===== src/rtl/axonerve_kvs_rtl_wr_burst_issuer.sv =====
// Write-side AXI4 AW/B control: splits one transfer into bursts, tracks B credits,
// and hands a burst descriptor to the W-channel formatter on every AW handshake.
module axonerve_kvs_rtl_wr_burst_issuer #(
  parameter int C_ADDR_WIDTH       = 64,
  parameter int C_DATA_WIDTH       = 512,
  parameter int C_XFER_SIZE_WIDTH  = 32,
  parameter int C_MAX_BURST_LENGTH = 64,
  parameter int C_MAX_OUTSTANDING  = 16
) (
  input  logic                         clk,
  input  logic                         rst,
  input  logic                         ctrl_start,
  input  logic [C_ADDR_WIDTH-1:0]      ctrl_addr_offset,
  input  logic [C_XFER_SIZE_WIDTH-1:0] ctrl_xfer_size_in_bytes,
  output logic                         ctrl_done,
  output logic                         ctrl_err,
  output logic                         m_axi_awvalid,
  input  logic                         m_axi_awready,
  output logic [C_ADDR_WIDTH-1:0]      m_axi_awaddr,
  output logic [7:0]                   m_axi_awlen,
  input  logic                         m_axi_bvalid,
  output logic                         m_axi_bready,
  input  logic [1:0]                   m_axi_bresp,
  output logic                         wburst_push,
  output logic [7:0]                   wburst_len
);

  localparam int BPB     = C_DATA_WIDTH / 8;
  localparam int LOG2BPB = $clog2(BPB);
  localparam int BW      = C_XFER_SIZE_WIDTH + 1;
  localparam int OW      = $clog2(C_MAX_OUTSTANDING) + 1;
  localparam logic [C_ADDR_WIDTH-1:0] ADDR_MASK = ~C_ADDR_WIDTH'(BPB - 1);
  localparam logic [C_ADDR_WIDTH-1:0] STRIDE    = C_ADDR_WIDTH'(C_MAX_BURST_LENGTH * BPB);

  typedef enum logic [1:0] {S_IDLE, S_ISSUE, S_DRAIN, S_DONE} state_t;

  state_t                  r_state;
  logic [BW-1:0]           r_beats_left;
  logic [OW-1:0]           r_outstanding;
  logic                    r_awvalid;
  logic [C_ADDR_WIDTH-1:0] r_awaddr;
  logic [7:0]              r_awlen;
  logic                    r_bready;
  logic                    r_done;
  logic                    r_err;

  logic          w_aw_hs;
  logic          w_b_hs;
  logic [OW-1:0] w_out_next;
  logic [BW-1:0] w_beats_req;
  logic [BW-1:0] w_beats_after;
  logic [7:0]    w_next_len;
  logic          w_credit_ok;

  assign w_aw_hs     = r_awvalid & m_axi_awready;
  assign w_b_hs      = m_axi_bvalid & r_bready;
  assign w_out_next  = r_outstanding + OW'(w_aw_hs) - OW'(w_b_hs);
  assign w_credit_ok = w_out_next < OW'(C_MAX_OUTSTANDING);
  // One extra bit keeps size = all-ones from overflowing during the round-up.
  assign w_beats_req   = (BW'(ctrl_xfer_size_in_bytes) + BW'(BPB - 1)) >> LOG2BPB;
  assign w_beats_after = w_aw_hs ? (r_beats_left - (BW'(r_awlen) + BW'(1))) : r_beats_left;
  assign w_next_len    = (w_beats_after > BW'(C_MAX_BURST_LENGTH)) ?
                         8'(C_MAX_BURST_LENGTH - 1) : 8'(w_beats_after - BW'(1));

  always_ff @(posedge clk) begin
    if (rst) begin
      r_state       <= S_IDLE;
      r_beats_left  <= '0;
      r_outstanding <= '0;
      r_awvalid     <= 1'b0;
      r_awaddr      <= '0;
      r_awlen       <= '0;
      r_bready      <= 1'b0;
      r_done        <= 1'b0;
      r_err         <= 1'b0;
    end else begin
      r_outstanding <= w_out_next;
      r_done        <= 1'b0;
      if (w_b_hs && (m_axi_bresp != 2'b00))
        r_err <= 1'b1;
      case (r_state)
        S_IDLE: begin
          if (ctrl_start) begin
            r_err <= 1'b0;
            if (ctrl_xfer_size_in_bytes == '0) begin
              r_state <= S_DONE;
              r_done  <= 1'b1;
            end else begin
              r_state      <= S_ISSUE;
              r_awaddr     <= ctrl_addr_offset & ADDR_MASK;
              r_beats_left <= w_beats_req;
              r_bready     <= 1'b1;
            end
          end
        end
        S_ISSUE: begin
          if (w_aw_hs) begin
            r_beats_left <= w_beats_after;
            r_awaddr     <= r_awaddr + STRIDE;
          end
          // A presented burst stays put until accepted; credits gate only a new assertion.
          if (r_awvalid && !w_aw_hs) begin
            r_awvalid <= 1'b1;
          end else if ((w_beats_after != '0) && w_credit_ok) begin
            r_awvalid <= 1'b1;
            r_awlen   <= w_next_len;
          end else begin
            r_awvalid <= 1'b0;
          end
          if (w_aw_hs && (w_beats_after == '0))
            r_state <= S_DRAIN;
        end
        S_DRAIN: begin
          if (w_out_next == '0) begin
            r_state  <= S_DONE;
            r_bready <= 1'b0;
            r_done   <= 1'b1;
          end
        end
        default: begin
          r_state <= S_IDLE;
        end
      endcase
    end
  end

  assign ctrl_done     = r_done;
  assign ctrl_err      = r_err;
  assign m_axi_awvalid = r_awvalid;
  assign m_axi_awaddr  = r_awaddr;
  assign m_axi_awlen   = r_awlen;
  assign m_axi_bready  = r_bready;
  assign wburst_push   = w_aw_hs;
  assign wburst_len    = r_awlen;

endmodule


===== config.mk =====
export PLATFORM = sky130hd
export DESIGN_NAME = axonerve_kvs_rtl_wr_burst_issuer
export DESIGN_NICKNAME = d
export VERILOG_FILES = /design/src/rtl/axonerve_kvs_rtl_wr_burst_issuer.sv
export SDC_FILE = /design/constraint.sdc
export NUM_CORES = 1
export LEC_CHECK = 0
export BUFFER_PORTS_ARGS = -buffer_cell sky130_fd_sc_hd__buf_2
export CAP_MARGIN = 20
export CORE_MARGIN = 5
export CORE_UTILIZATION = 56
export DETAILED_ROUTE_END_ITERATION = 16
export MAX_ROUTING_LAYER = met4
export PLACE_DENSITY = 0.8
export SYNTH_ARGS = -nofsm -noshare
export SYNTH_HDL_FRONTEND = slang
export SYNTH_SLANG_ARGS = --single-unit

===== constraint.sdc =====
create_clock -name clk -period 7.87 [get_ports clk]
set_clock_uncertainty 0.05 [all_clocks]
set_input_delay 1.574 -clock clk [delete_from_list [all_inputs] [get_ports clk]]
set_output_delay 1.574 -clock clk [all_outputs]
set_load 0.05 [all_outputs]

# Word-level counts from Yosys, hierarchy flattened
# Index checks and enable logic that the tools add are counted.
[word_totals]
regBits = 116
inputBits = 103
word_cells = 73
[op_classes]
n_lt_le_gt_ge = 2
n_mux = 28
bitwise_logic = 3
add_sub_neg = 7
eq_ne = 7
reduce_logical = 17
[ops]
columns = ["op", "count"]
rows = [
  ["2-to-1 mux 64 bit", 3],
  ["2-to-1 mux 33 bit", 4],
  ["case mux 64 bit (2 select lines)", 1],
  ["case mux 33 bit (2 select lines)", 1],
  ["adder 64 x 13 -> 64 bit, second input constant", 1],
  ["adder 32 x 6 -> 33 bit, second input constant", 1],
  ["greater-than comparator 33 x 7 -> 1 bit, second input constant", 1],
  ["logical NOT 33 bit", 1],
  ["nonzero test 33 bit", 1],
  ["subtractor 33 x 9 -> 33 bit", 1],
  ["logical NOT 32 bit", 1],
  ["2-to-1 mux 1 bit", 11],
  ["!= test 2 bit, second input constant", 5],
  ["adder 8 x 1 -> 9 bit, second input constant", 1],
  ["2-to-1 mux 2 bit", 4],
  ["2-to-1 mux 8 bit", 1],
  ["AND reduction 4 bit", 2],
  ["subtractor 8 x 1 -> 8 bit, second input constant", 1],
  ["case mux 2 bit (3 select lines)", 1],
  ["AND reduction 3 bit", 2],
  ["nonzero test 2 bit", 3],
  ["adder 5 x 1 -> 5 bit", 1],
  ["logical NOT 5 bit", 1],
  ["less-than comparator 5 bit, second input constant", 1],
  ["9 further kinds", 14],
]

# Logic depth before layout (Yosys ltp)
# Gate-level depths: netlist of the first run.
[logic_depth]
ltp_word = 7
ltp_mapped = 14
mapped_depth_nobuf = 14

# Worst setup path before layout of the first run
# No wires, ideal clock.
[synth_timing]
path_kind = "input to register"
from = "input port m_axi_awready"
to = "register r_awlen[1] (netlist: m_axi_awlen[1])"
slack_ns = 3.283
t_required_ns = 7.684
setup_time_ns = 0.136
t_arrival_ns = 4.400
stages = 14
n_path_buf = 1
cell_sequence = "buf_2 -> nand2_1 -> clkinv_1 -> ha_1 -> inv_1 -> fa_1 -> nand2b_1 -> a21oi_1 -> xnor2_1 -> and2_1 -> a21boi_0 -> nand2_1 -> nor2_2 -> a221oi_2"
[synth_via]
elab_chain_cells = 6
[synth_lines]
columns = ["item", "line_no", "source"]
rows = [
  ["from (decl)", "18", "input logic m_axi_awready,"],
  ["bitwise AND 1 bit *", "55", "assign w_aw_hs = r_awvalid & m_axi_awready;"],
  ["named net wburst_push", "24", "output logic wburst_push,"],
  ["adder 5 x 1 -> 5 bit", "57", "assign w_out_next = r_outstanding + OW'(w_aw_hs) - OW'(w_b_hs);"],
  ["subtractor 5 x 1 -> 5 bit", "57", ""],
  ["less-than comparator 5 bit", "58", "assign w_credit_ok = w_out_next < OW'(C_MAX_OUTSTANDING);"],
  ["logical AND 1 bit", "104", "end else if ((w_beats_after != '0) && w_credit_ok) begin"],
  ["AND reduction 3 bit (no source line)", "--", ""],
  ["to (signal assigned)", "106", "r_awlen <= w_next_len;"],
  ["to (decl)", "42", "logic [7:0] r_awlen;"],
]
# Mark *: on every way through the listed nets, which the timed path passes. The rest lies on a longest branch.
# A chain may end at the register's enable or synchronous reset.

# Worst setup path in the final report of the first run
[layout_timing]
from = "input port m_axi_awready"
to = "register r_awlen[1] (netlist: m_axi_awlen[1])"
[layout_via]
elab_chain_cells = 6
[layout_lines]
columns = ["item", "line_no"]
rows = [
  ["bitwise AND 1 bit *", "55"],
  ["adder 5 x 1 -> 5 bit", "57"],
  ["subtractor 5 x 1 -> 5 bit", "57"],
  ["less-than comparator 5 bit", "58"],
  ["logical AND 1 bit", "104"],
  ["AND reduction 3 bit (no source line)", "--"],
]
# Mark *: on every way between the ends. The rest lies on a longest branch, timed or not.

==> summary.md, run 1 <==
| Metric | Value |
|---|---|
| Die width | `130 um` |
| VDD IR max | `260 uV` |
| Seq/Total Area, Yosys | `0.274` |
| HP Start | `r_beats_left[31]$_SDFFE_PP0P_` |
| Layout area overhead | `14.6%` |
| Static Leak | `3.67 nW` |
| Total CTS buffers | `9` |
| Final Hold Vio Count | `0` |
| CP startpoint | `m_axi_awready` |
| Cell Pwr Density | `477 nW/um^2` |
| Clock root buffer | `clkbuf_16` |
| Die area | `16800 um^2` |
| CTS tree | `built` |
| Via count | `8621` |
| # nets final | `1331` |
| Startpoint types | `input pin` |
| Overflow after GRT | `0` |
| Bufs on Longest Clock Path | `2` |
| CTS sink cnt | `110` |
| Ys Warns | `0` |
| Post-synthesis cell area | `8030 um^2` |
| Final Routed Wirelength | `24500 um` |
| H-tree depth | `3` |
| RSZ-0062 raised after global routing | `false` |
| Dpl cells | `1375` |
| Post-synth EDFFs | `0` |
| Post-DP HPWL | `17400 um` |
| Unique masters post-synth | `85` |
| RePlAce Congestion | `0.904` |
| Post-Place Worst Slack | `2.63 ns` |
| Die Y | `130 um` |
| Core box area | `14000 um^2` |
| PortBufs | `175` |
| Cts repair resizes | `0` |
| Minimum clock period | `4.97 ns` |
| Final setup TNS | `0 ns` |
| Status | `complete, no violations` |
| Initial DRC Count | `927` |
| DR WL/cell | `17.6 um` |
| Final setup margin | `2.90 ns` |
| CP Data Arrival Time | `5.14 ns` |
| Tcrit/Tclk final | `0.632` |
| First-pass GRT wire length | `39200 um` |
| Row count | `43` |
| Max-Cap Viols | `0` |
| Fmax | `201 MHz` |
| Vias in the first global route | `7828` |
| Final ANT Viol Nets | `0` |
| Hold WS | `0.431 ns` |
| Cells after synthesis | `1081` |
| CTS clk-pin slew, worst paths | `0.08 ns` |
| Synth Register Bits | `110` |
| Mean Syn Cell Area | `7.43 um^2` |
| Slew margin rel. | `0.311` |
| DRC | `0` |
| Post-synth ARST share | `0` |
| Final setup fails | `0` |
| Hold_buf cts | `0` |
| Worst EP required | `8.03 ns` |
| Starting density of the core | `0.574` |
| Ports | `188` |
| Main synth FF type | `dfxtp_1` |
| Worst-path maximum fanout | `14` |
| Worst r2r src | `r_state[1]$_SDFFE_PP0P_` |
| Min-delay worst type | `flip-flop to flip-flop` |
| Postcts setup bufs | `0` |
| All-Layer GR Usage | `0.293` |
| Clk_lat worst skew | `0.36 ns` |
| CP endpoint kind | `flip-flop` |
| Share of cells above drive strength 1 | `0.194` |
| Antenna violations before repair | `1` |
| Worst slew pin tran | `1.03 ns` |
| Pwr Total | `0.00439 W` |
| CP Class | `input pin to flip-flop` |
| Largest net degree at the start of global routing | `93` |
| Fin. max-slew vios | `0` |
| Final Non-Filler Cells | `1392` |
| DR pass1 iterations | `5` |
| Drt via density | `6.19` |
[state kept, by name, summed over array words and instances, names as in the netlist]
signal / flops
ctrl_done: 1
ctrl_err: 1
m_axi_awaddr: 58
m_axi_awlen: 8
m_axi_awvalid: 1
m_axi_bready: 1
r_beats_left: 33
r_outstanding: 5
r_state: 2
[critical path, cell delays in order]
cell and delay, ns:
buf_2 0.17, nand2_1 0.46, clkinv_1 0.52, ha_1 0.38, inv_1 0.08, fa_1 0.20
nand2b_1 0.11, a21oi_1 0.07, xnor2_1 0.23, and2_1 0.22, a21boi_0 0.51, nand2_1 0.23
nor2_2 0.29, a221oi_2 0.10
[kinds of logic (layout without fill, tap and decap cells)]
family,after synthesis,count (layout),share of synthesized area
AO/OA/AOI/OAI,293,293,0.246
XOR/XNOR,49,49,0.0534
adder cells (fa/ha/maj),22,22,0.0361
buffers and inverters,126,251,0.0673
flip-flops,110,110,0.274
multiplexers,24,24,0.0304
other,1,7,0.000467
AND/OR/NAND/NOR,456,456,0.292
[cells in the mapped netlist, types with 4 or more instances]
cell type	instances	area [um^2]
buf_4	14	105
ha_1	20	250
mux2i_1	21	210
or4_1	9	67.6
nand2_1	91	342
and4_1	4	35.0
buf_2	6	30.0
nand3b_1	6	45.0
a221oi_1	16	140
or3_1	14	87.6
nand2b_1	8	50.1
and3_1	20	125
a22oi_1	14	105
and2_1	9	56.3
nand3_1	50	250
a211oi_1	26	195
o21a_1	4	30.0
xnor2_1	34	298
nand4_1	28	175
nor3_1	48	240
xor2_1	15	131
nor3b_1	9	67.6
o21ai_0	53	265
nor2_1	110	413
nor2b_1	6	37.5
o22ai_1	14	87.6
a221oi_2	4	60.1
nand4b_1	4	35.0
a21o_1	9	67.6
a31oi_1	8	50.1
inv_1	48	180
clkbuf_1	50	188
nor4_1	20	125
dfxtp_1	110	2200
a2111oi_0	7	61.3
a21oi_1	89	445
buf_1	5	18.8
o211ai_1	7	52.6
[placed cells by master (no fill, tap or decap), types with 13 or more instances in the layout]
master | Yosys | final
a211oi_1 | 26 | 26
a21oi_1 | 89 | 89
a221oi_1 | 16 | 16
a22oi_1 | 14 | 14
and3_1 | 20 | 20
buf_2 | 6 | 174
dfxtp_1 | 110 | 110
ha_1 | 20 | 19
inv_1 | 48 | 48
mux2i_1 | 21 | 21
nand2_1 | 91 | 91
nand3_1 | 50 | 50
nand4_1 | 28 | 28
nor2_1 | 110 | 109
nor3_1 | 48 | 46
nor4_1 | 20 | 20
o21ai_0 | 53 | 53
o22ai_1 | 14 | 14
or3_1 | 14 | 13
xnor2_1 | 34 | 34
xor2_1 | 15 | 15
[final cells by class]
type                       instances  area (um^2)
clock inverter                     5         56.3
fill                            1266         4780
clock buffer                      11          243
timing repair buffer             185          953
tap                              180          225
inverter                          50          188
sequential                       110         2200
antenna                            1         2.50
multi-input combinational        850         5340
[final timing paths]
kind | endpoint | slack [ns] | cells past startpoint
max | m_axi_awlen[1]$_SDFFE_PP0P_ | 2.90 | 14
min | r_beats_left[31]$_SDFFE_PP0P_ | 0.43 | 2
max reg2reg | r_beats_left[20]$_SDFFE_PP0P_ | 3.59 | 10
min reg2reg | r_beats_left[31]$_SDFFE_PP0P_ | 0.43 | 2
[per-layer routing]
metal,up-vias,share of wire,GRT usage
met2,383,0.44,0.428
met1,3958,0.45,0.408
li1,4222,-,-
met4,0,0.025,0.0960
met3,58,0.086,0.0557
met5,-,0,-
[power breakdown]
group / switching [W] / internal (W) / leakage (nW)
sequential: 0.000283 / 0.000778 / 0.904
clock: 0.000219 / 0.000256 / 0.146
combinational: 0.00196 / 0.000893 / 2.62
total: 0.00246 / 0.00193 / 3.67
[per-stage QoR]
stage          cell area [um^2]  utilization
2_1_floorplan              8050            -
3_3_place_gp               8900        0.636
3_5_place_dp               8900        0.636
4_1_cts                    9200        0.658
5_1_grt                    9210        0.658
6_report                   9210        0.658
(Power assumes the default switching activity.)
==> run 2, diff against run 1 <==
- ABC_AREA: unset -> 1
- PLACE_DENSITY: 0.8 -> 0.79
- clock period: 7.87 -> 4.64 ns (I/O delays scaled with it)
==> run 2 against run 1 <==
  * Hold slack got worse by 0.0086 ns
  * Critical path depth is 2 lower
  * Sequential share of layout area is 2.2 points lower
  * Global-route usage grew 1.6 points
  * Register-to-register slack worse by 2.3 ns
  * Via count rose by 17%
  * Largest power group unchanged
  * Highest routed layer unchanged
==> summary.md, run 2 <==
| Metric | Value |
|---|---|
| Starting density of the core | `0.566` |
| Largest net degree at the start of global routing | `98` |
| CTS sink cnt | `110` |
| Yosys top cell area share | `0.247` |
| Final setup fails | `0` |
| CTS tree | `built` |
| Row count | `46` |
| Pwr Total | `0.00749 W` |
| Worst EP required | `4.89 ns` |
| DR WL/cell | `15.5 um` |
| CP Data Arrival Time | `3.61 ns` |
| RePlAce Congestion | `1.01` |
| Initial DRC Count | `864` |
| Slew margin rel. | `0.347` |
| Post-synth ARST share | `0` |
| Bufs on Longest Clock Path | `2` |
| Antenna violations before repair | `5` |
| PortBufs | `175` |
| Ys Warns | `0` |
| CP endpoint kind | `flip-flop` |
| Hold_buf cts | `0` |
| Worst r2r path cells | `20` |
| Cts repair resizes | `0` |
| Final Util | `0.642` |
| Worst Hold Path EP | `m_axi_awaddr[11]$_SDFFE_PP0P_` |
| Clock root buffer | `clkbuf_16` |
| Switching share of power | `0.588` |
| Reg2Reg Setup Slack | `1.29 ns` |
| H-tree depth | `3` |
| Area of the multi-input gates | `5690 um^2` |
| Post-DP HPWL | `21500 um` |
| Hold path depth | `2` |
| Layout area overhead | `13.4%` |
| Clk network pwr share | `0.104` |
| Cells after synthesis | `1461` |
| Reg2reg end | `m_axi_awlen[5]$_SDFFE_PP0P_` |
| RSZ-0062 raised after global routing | `false` |
| Comb pwr share | `0.659` |
| Sequential cell area | `2200 um^2` |
| Post-synth EDFFs | `0` |
| Vias in the first global route | `9307` |
| Minimum clock period | `3.35 ns` |
| CTS clk-pin slew, worst paths | `0.08 ns` |
| Total CTS buffers | `9` |
| Core box area | `15800 um^2` |
| Biggest area consumer among synthesized cells | `dfxtp_1` |
| DRC | `0` |
| Pint | `0.00308 W` |
| Min-delay worst type | `flip-flop to flip-flop` |
| Static Leak | `4.70 nW` |
| Most common cell after layout, fill and taps aside | `nand2_1` |
| Final setup TNS | `0 ns` |
| Post-synthesis cell area | `8920 um^2` |
| Fillers | `1591` |
| DR pass1 iterations | `6` |
| Max FFs per register | `58` |
| Die area | `18600 um^2` |
| Worst slew pin tran | `0.979 ns` |
| Status | `complete, no violations` |
| CP Class | `input pin to flip-flop` |
| Final Hold Vio Count | `0` |
| Top cells by instance count after synthesis | `336 x nand2_1, 179 x nor2_1, 177 x inv_1` |
| Drt via density | `5.54` |
| Startpoint types | `input pin` |
| Final instance area | `10100 um^2` |
| Seq/Total Area, Yosys | `0.247` |
| Tcrit/Tclk final | `0.723` |
| Synth Register Bits | `110` |
| VDD IR max | `432 uV` |
| Ports | `188` |
| Share of cells above drive strength 1 | `0.172` |
| P_sw | `0.00441 W` |
| Unique masters post-synth | `50` |
| HP Start | `m_axi_awaddr[11]$_SDFFE_PP0P_` |
| Placed cell areas | `9820 um^2` |
| Ranking of synthesized cells by area | `dfxtp_1 25%, nand2_1 14%, nor2_1 7.5%, inv_1 7.4%, nand3_1 5.6%` |
| Final ANT Viol Nets | `0` |
| Worst r2r src | `m_axi_awlen[0]$_SDFFE_PP0P_` |
| Die width | `136 um` |
| First-pass GRT wire length | `45000 um` |
| Clk_lat worst skew | `0.36 ns` |
| Final Routed Wirelength | `28200 um` |
| Top-count cell post-synth | `nand2_1` |
| Commonest non-fill, non-tap cells in the layout | `336 x nand2_1, 179 x nor2_1, 177 x inv_1, 175 x buf_2, 110 x dfxtp_1` |
| Die Y | `136 um` |
| # nets final | `1723` |
| Overflow after GRT | `0` |
| Main synth FF type | `dfxtp_1` |
| Cell Pwr Density | `740 nW/um^2` |
| Fin. max-slew vios | `0` |
| Mean Syn Cell Area | `6.11 um^2` |
| Worst-path maximum fanout | `97` |
| All-Layer GR Usage | `0.308` |
| Max-Cap Viols | `0` |
| Fmax | `298 MHz` |
| Via count | `10112` |
| Reg power frac | `0.236` |
| Postcts setup bufs | `0` |
[run 2: power groups by stage]
stage / Clock (W) / Sequential, W / Combinational (W)
6_report: 0.000782 / 0.00177 / 0.00494
5_1_grt: 0.000818 / 0.00182 / 0.00545
4_1_cts: 0.000788 / 0.00175 / 0.00491
3_5_place_dp: 0 / 0.00177 / 0.00489
3_3_place_gp: 0 / 0.00176 / 0.00480
2_1_floorplan: 0 / 0.00250 / 0.00313
[run 2: how the worst max path moves through the flow]
stage / startpoint / endpoint / slack [ns] / cells past startpoint
2_1_floorplan: m_axi_awready / r_state[1]$_SDFFE_PP0P_ / 1.36 / 16
3_3_place_gp: m_axi_awready / r_beats_left[6]$_SDFFE_PP0P_ / 1.07 / 11
3_5_place_dp: m_axi_awready / m_axi_awaddr[22]$_SDFFE_PP0P_ / 0.93 / 12
4_1_cts: m_axi_awready / m_axi_awaddr[22]$_SDFFE_PP0P_ / 1.31 / 12
5_1_grt: m_axi_awlen[0]$_SDFFE_PP0P_ / m_axi_awlen[5]$_SDFFE_PP0P_ / 1.0 / 20
6_report: m_axi_awready / m_axi_awaddr[22]$_SDFFE_PP0P_ / 1.29 / 12
[run 2: routing by layer]
layer / global-route usage / vias up / share of wire
li1: - / 5059 / -
met1: 0.393 / 4612 / 0.44
met2: 0.510 / 377 / 0.47
met3: 0.0455 / 64 / 0.063
met4: 0.0868 / 0 / 0.026
met5: - / - / 0
[run 2: worst max-delay path, stage by stage]
cell	delay, ns
buf_2	0.10
nand2_2	0.22
clkinv_4	0.24
nor2_1	0.09
nor2_2	0.38
nand2_1	0.20
nand2_2	0.12
buf_4	0.73
o21ai_0	0.23
a21oi_1	0.19
a21oi_1	0.06
nor2_1	0.11
[run 2: logic make-up after synthesis]
logic type,Yosys count,share of synthesized area
AOI/OAI and AO/OA,242,0.149
xor gates and xnor gates,52,0.0510
and+or+nand+nor,782,0.403
adders and majority gates,22,0.0325
buffers and inverters,252,0.118
other,1,0.000420
DFF,110,0.247
[run 2: stage by stage]
stage | setup WS (ns) | instances | hold WS, ns
finish | 1.29 | 1824 | 0.423
floorplan | 1.36 | 1466 | 0.401
global placement | 1.07 | 1803 | 0.401
global route | 0.997 | 1824 | 0.456
detailed placement | 0.928 | 1803 | 0.413
CTS | 1.31 | 1819 | 0.425
[run 2: area by class of cell]
type                    count  share of cell area
inverters                 189              0.0706
well taps                 216              0.0267
flip-flops and latches    110               0.218
multi-input cells        1104               0.562
clock buffers              11              0.0240
diodes                      5             0.00124
clock inverters             5             0.00420
repair buffers            184              0.0932
